$ cat src/rtl/key_ctrl_pkg.sv
// Shared sizing constants and FSM state encoding for the key loading path.
package key_ctrl_pkg;

  localparam int KEY_W  = 128;
  localparam int WORD_W = 32;
  localparam int NWORDS = KEY_W / WORD_W;

  typedef enum logic [1:0] {
    IDLE   = 2'd0,
    LOAD   = 2'd1,
    COMMIT = 2'd2,
    LOCKED = 2'd3
  } state_t;

endpackage

$ cat src/rtl/key_assembler.sv
// Shift register that assembles a key from MSW-first words, with a word counter.
// done flags the cycle in which the final word of the key is being accepted.
module key_assembler #(
  parameter int KEY_W  = 128,
  parameter int WORD_W = 32
) (
  input  logic              clk,
  input  logic              rst_n,
  input  logic              clear,
  input  logic              shift_en,
  input  logic [WORD_W-1:0] word_data,
  output logic [KEY_W-1:0]  key_buf,
  output logic              done
);

  localparam int NW    = KEY_W / WORD_W;
  localparam int CNT_W = $clog2(NW + 1);
  localparam logic [CNT_W-1:0] CNT_LAST = CNT_W'(NW - 1);
  localparam logic [CNT_W-1:0] CNT_FULL = CNT_W'(NW);

  logic [KEY_W-1:0] key_buf_reg;
  logic [CNT_W-1:0] count_reg;

  // Shift in accepted words; clear has priority so a restart drops any same-cycle word.
  always_ff @(posedge clk or negedge rst_n) begin
    if (!rst_n) begin
      key_buf_reg <= '0;
      count_reg   <= '0;
    end else if (clear) begin
      key_buf_reg <= '0;
      count_reg   <= '0;
    end else if (shift_en) begin
      key_buf_reg <= {key_buf_reg[KEY_W-WORD_W-1:0], word_data};
      // Saturate so the count can never run past a full key.
      if (count_reg != CNT_FULL) begin
        count_reg <= count_reg + 1'b1;
      end
    end
  end

  assign key_buf = key_buf_reg;
  assign done    = shift_en && (count_reg == CNT_LAST);

endmodule

$ cat src/rtl/key_load_ctrl.sv
// Key load controller: gathers NWORDS words, commits them to key storage with a
// single write strobe, supports clear-to-zero and a lock that only reset releases.
module key_load_ctrl #(
  parameter int KEY_W  = key_ctrl_pkg::KEY_W,
  parameter int WORD_W = key_ctrl_pkg::WORD_W
) (
  input  logic              clk,
  input  logic              rst_n,
  input  logic              load_start,
  input  logic              word_valid,
  input  logic [WORD_W-1:0] word_data,
  output logic              word_ready,
  input  logic              key_clear,
  input  logic              key_lock,
  output logic              key_write,
  output logic [KEY_W-1:0]  key_data_out,
  output logic              busy,
  output logic              locked,
  output logic              err
);

  import key_ctrl_pkg::*;

  state_t           state_reg;
  logic             word_ready_reg;
  logic             key_write_reg;
  logic             busy_reg;
  logic             locked_reg;
  logic             err_reg;
  logic             asm_clear;
  logic             asm_shift;
  logic             asm_done;
  logic [KEY_W-1:0] key_buf;

  // A load_start in LOAD restarts the key, so the word offered alongside it is dropped.
  assign asm_shift = (state_reg == LOAD) && word_valid && !load_start;

  // Buffer is zeroed when a clear/load begins, on restart, and right after a commit.
  assign asm_clear = ((state_reg == IDLE) && !key_lock && (key_clear || load_start)) ||
                     ((state_reg == LOAD) && load_start) ||
                     (state_reg == COMMIT);

  key_assembler #(
    .KEY_W  (KEY_W),
    .WORD_W (WORD_W)
  ) u_assembler (
    .clk       (clk),
    .rst_n     (rst_n),
    .clear     (asm_clear),
    .shift_en  (asm_shift),
    .word_data (word_data),
    .key_buf   (key_buf),
    .done      (asm_done)
  );

  // Control FSM; every status output is registered together with the state.
  always_ff @(posedge clk or negedge rst_n) begin
    if (!rst_n) begin
      state_reg      <= IDLE;
      word_ready_reg <= 1'b0;
      key_write_reg  <= 1'b0;
      busy_reg       <= 1'b0;
      locked_reg     <= 1'b0;
      err_reg        <= 1'b0;
    end else begin
      err_reg <= 1'b0;
      case (state_reg)
        IDLE: begin
          if (key_lock) begin
            state_reg  <= LOCKED;
            locked_reg <= 1'b1;
          end else if (key_clear) begin
            state_reg     <= COMMIT;
            busy_reg      <= 1'b1;
            key_write_reg <= 1'b1;
          end else if (load_start) begin
            state_reg      <= LOAD;
            busy_reg       <= 1'b1;
            word_ready_reg <= 1'b1;
          end
        end
        LOAD: begin
          if (load_start) begin
            err_reg <= 1'b1;
          end else begin
            if (key_clear || key_lock) begin
              err_reg <= 1'b1;
            end
            if (asm_done) begin
              state_reg      <= COMMIT;
              word_ready_reg <= 1'b0;
              key_write_reg  <= 1'b1;
            end
          end
        end
        COMMIT: begin
          state_reg     <= IDLE;
          busy_reg      <= 1'b0;
          key_write_reg <= 1'b0;
        end
        LOCKED: begin
          err_reg <= load_start || key_clear || key_lock;
        end
        default: begin
          state_reg      <= IDLE;
          word_ready_reg <= 1'b0;
          key_write_reg  <= 1'b0;
          busy_reg       <= 1'b0;
          locked_reg     <= 1'b0;
        end
      endcase
    end
  end

  assign word_ready   = word_ready_reg;
  assign key_write    = key_write_reg;
  assign key_data_out = key_write_reg ? key_buf : '0;
  assign busy         = busy_reg;
  assign locked       = locked_reg;
  assign err          = err_reg;

endmodule

$ cat config.mk
export PLATFORM = sky130hd
export DESIGN_NAME = key_load_ctrl
export DESIGN_NICKNAME = d
export VERILOG_FILES = /design/src/rtl/key_ctrl_pkg.sv /design/src/rtl/key_assembler.sv /design/src/rtl/key_load_ctrl.sv
export SDC_FILE = /design/constraint.sdc
export NUM_CORES = 1
export LEC_CHECK = 0
export CORE_AREA = 3 3 148 150
export DETAILED_ROUTE_END_ITERATION = 8
export DIE_AREA = 0 0 151 153
export HOLD_SLACK_MARGIN = 0.05
export PLACE_DENSITY_LB_ADDON = 0.2
export SYNTH_ARGS = -nofsm -noshare
export SYNTH_HDL_FRONTEND = slang
export SYNTH_SLANG_ARGS = --single-unit
$ cat constraint.sdc
create_clock -name clk -period 1.9 [get_ports clk]
set_input_delay 0.57 -clock clk [delete_from_list [all_inputs] [get_ports clk]]
set_output_delay 0.57 -clock clk [all_outputs]
set_load 0.005 [all_outputs]
==> metrics.cfg <==
[synth]
async_reset_ff_frac=1.00
syn_area_mm2=0.00696
synth_flop_cell=dfrtp_1
synth-edff-count=0
yosysWarnings=0
ys_seq_elements=138
ys_types=33
synthCells=634
syn_avg_cell_area_um2=11.0
yosysSeqAreaShare=0.496
syn_nets=680

[timing]
fmax_mhz=479
min_period_ps=2090
fin_ws_ps=-186
worstMarginPinSlew_ps=351
maxSlewViolCount=0
fin_setup_tns_ps=-19200
period_share=1.10
hold_ws_ps=481
setup_viol=129
rsz0062_at_grt=true
hold_viol=0
maxSlewHeadroom=0.766
skew_ps=5.93

[clock_network]
clock_path_buffers=2
clock-sinks=138
clk_latency_ps=410
cts-root-buf=clkbuf_16
cts_buffers=17
h-tree-depth=4
tritoncts=yes
clk_pin_slew_ps=60

[grt]
grt_pass1_wl_um=29600
antenna_found_initial=0
grt_overflow=0
grt_usage=0.160
grt_pass1_vias=5471
grt_max_degree=70

[floorplanning]
die_area_mm2=0.0231
ios=171
start_util=0.334
dieWidth_um=151
design.core.area_mm2=0.0208
rows=53
die_h_um=153

[worst_setup_path]
cp.arrival_ps=1520
r2r_slack_ps=130
crit_required_ps=1330
end_kind=output pin
cp_cell_sequence=buf_6 -> buf_12 -> and2_1 -> dlymetal6s2s_1
cp_max_fo=24
critPathLaunchType=flip-flop
slowest_stage=dfrtp_4
cpPeakStageDelay_ps=490
path_class=flip-flop to output pin

[drt]
drt-initial-drc-count=283
ant_nets=0
vias_per_cell=4.89
drtPass1Iterations=4
finalWirelength_um=18800
drc=0
wire_per_inst_um=17.1
vias=5355

[power_and_ir_drop]
ir_drop_mv=0.548
p_leak_nw=5.45
powerDensity_mw_per_mm2=1050

[placement]
hpwl_um=12300
gp_congestion=0.771
port-buffer-count=170
dpl_worst_slack_ps=-295

[layout]
nets=853
diodes=0
layout_commonest_cell=dfrtp_1
syn_to_final_growth_pct=40.1
layout_common_cells=dfrtp_1, mux2i_1, nor3_1
register_area_mm2=0.00346
fill_cells=1964
largest_reg_flops=128
layout-drive-gt1-share=0.232
multi_input_area_mm2=0.00320

[status]
status=finished with violations
failed_checks=negative setup slack

[hold_path]
hold_path_class=flip-flop to flip-flop

[run]
max-cap-violations=0

==> power by group <==
group          total (mW)  leakage [nW]  internal (mW)  switching (mW)
sequential           3.32          1.90           3.15           0.165
clock                3.49         0.298           2.26            1.23
combinational        3.38          3.25           1.45            1.93
==> critical path, delay by kind of cell (launching register included) <==
kind / cells / cell delay, ps
DFF: 1 / 490
buffers and inverters: 3 / 450
and+or+nand+nor: 1 / 160
==> repair_timing <==
action	in CTS	in global routing
gates resized for setup	120	184
hold buffers	1	0
endpoints found under the hold margin	27	0
endpoints found under the setup margin	130	131
gates cloned	0	8
pin swaps	2	1
setup buffers	0	2
==> worst paths after layout <==
check / start / end / depth (start not counted)
min in group asynchronous: rst_n / u_assembler.key_buf[123]$_DFFE_PN0P_ / 2
hold / removal: locked$_DFFE_PN0P_ / locked$_DFFE_PN0P_ / 1
max in group asynchronous: rst_n / u_assembler.key_buf[97]$_DFFE_PN0P_ / 3
setup / recovery: key_write$_DFFE_PN0P_ / key_data_out[14] / 4
hold reg to reg: locked$_DFFE_PN0P_ / locked$_DFFE_PN0P_ / 1
setup reg to reg: state_reg[0]$_DFFE_PN0P_ / state_reg[1]$_DFFE_PN0P_ / 6
==> kinds of logic (layout without fill, tap and decap cells) <==
family	after synthesis	in the layout	synth area share
muxes	132	132	0.190
and+or+nand+nor	273	273	0.223
AOI/OAI and AO/OA	17	17	0.0185
buffers and inverters	66	251	0.0579
DFF	138	138	0.496
adders and majority gates	8	8	0.0144
==> layer usage <==
metal | vias up | GRT usage | share of wire
li1 | 2547 | - | -
met1 | 2664 | 0.213 | 0.45
met2 | 124 | 0.263 | 0.50
met3 | 20 | 0.0288 | 0.037
met4 | 0 | 0.0509 | 0.011
met5 | - | 0 | 0
==> Yosys cell counts (2+ instances only) <==
| library cell | number | area (µm²) |
|---|---|---|
| and2_1 | 129 | 807 |
| buf_2 | 12 | 60.1 |
| clkbuf_1 | 30 | 113 |
| nand2b_1 | 4 | 25.0 |
| buf_4 | 4 | 30.0 |
| nor2_1 | 2 | 7.51 |
| inv_1 | 7 | 26.3 |
| o21ai_0 | 6 | 30.0 |
| buf_8 | 9 | 135 |
| nand2_1 | 3 | 11.3 |
| nand3b_1 | 2 | 15.0 |
| dfrtp_1 | 138 | 3450 |
| nor3_1 | 128 | 641 |
| buf_1 | 2 | 7.51 |
| a211oi_1 | 2 | 15.0 |
| ha_1 | 8 | 100 |
| a211oi_2 | 2 | 25.0 |
| mux2i_1 | 131 | 1310 |
==> cell type report <==
class | instances | area share
clock buffers | 20 | 0.0469
inverters | 7 | 0.00270
well taps | 275 | 0.0353
multi-input cells | 430 | 0.328
clock inverters | 11 | 0.0175
flip-flops and latches | 138 | 0.355
repair buffers | 213 | 0.215
==> metrics by stage <==
step,power [mW],std cells,utilization,area (µm²)
after floorplan,5.15,634,-,6960
after global placement,6.34,1052,0.436,9080
after detailed placement,6.44,1052,0.436,9080
after CTS,9.97,1084,0.465,9670
after global routing,10.7,1094,0.468,9750
final,10.2,1094,0.468,9750
No activity file was read; power rests on OpenSTA's default activity.
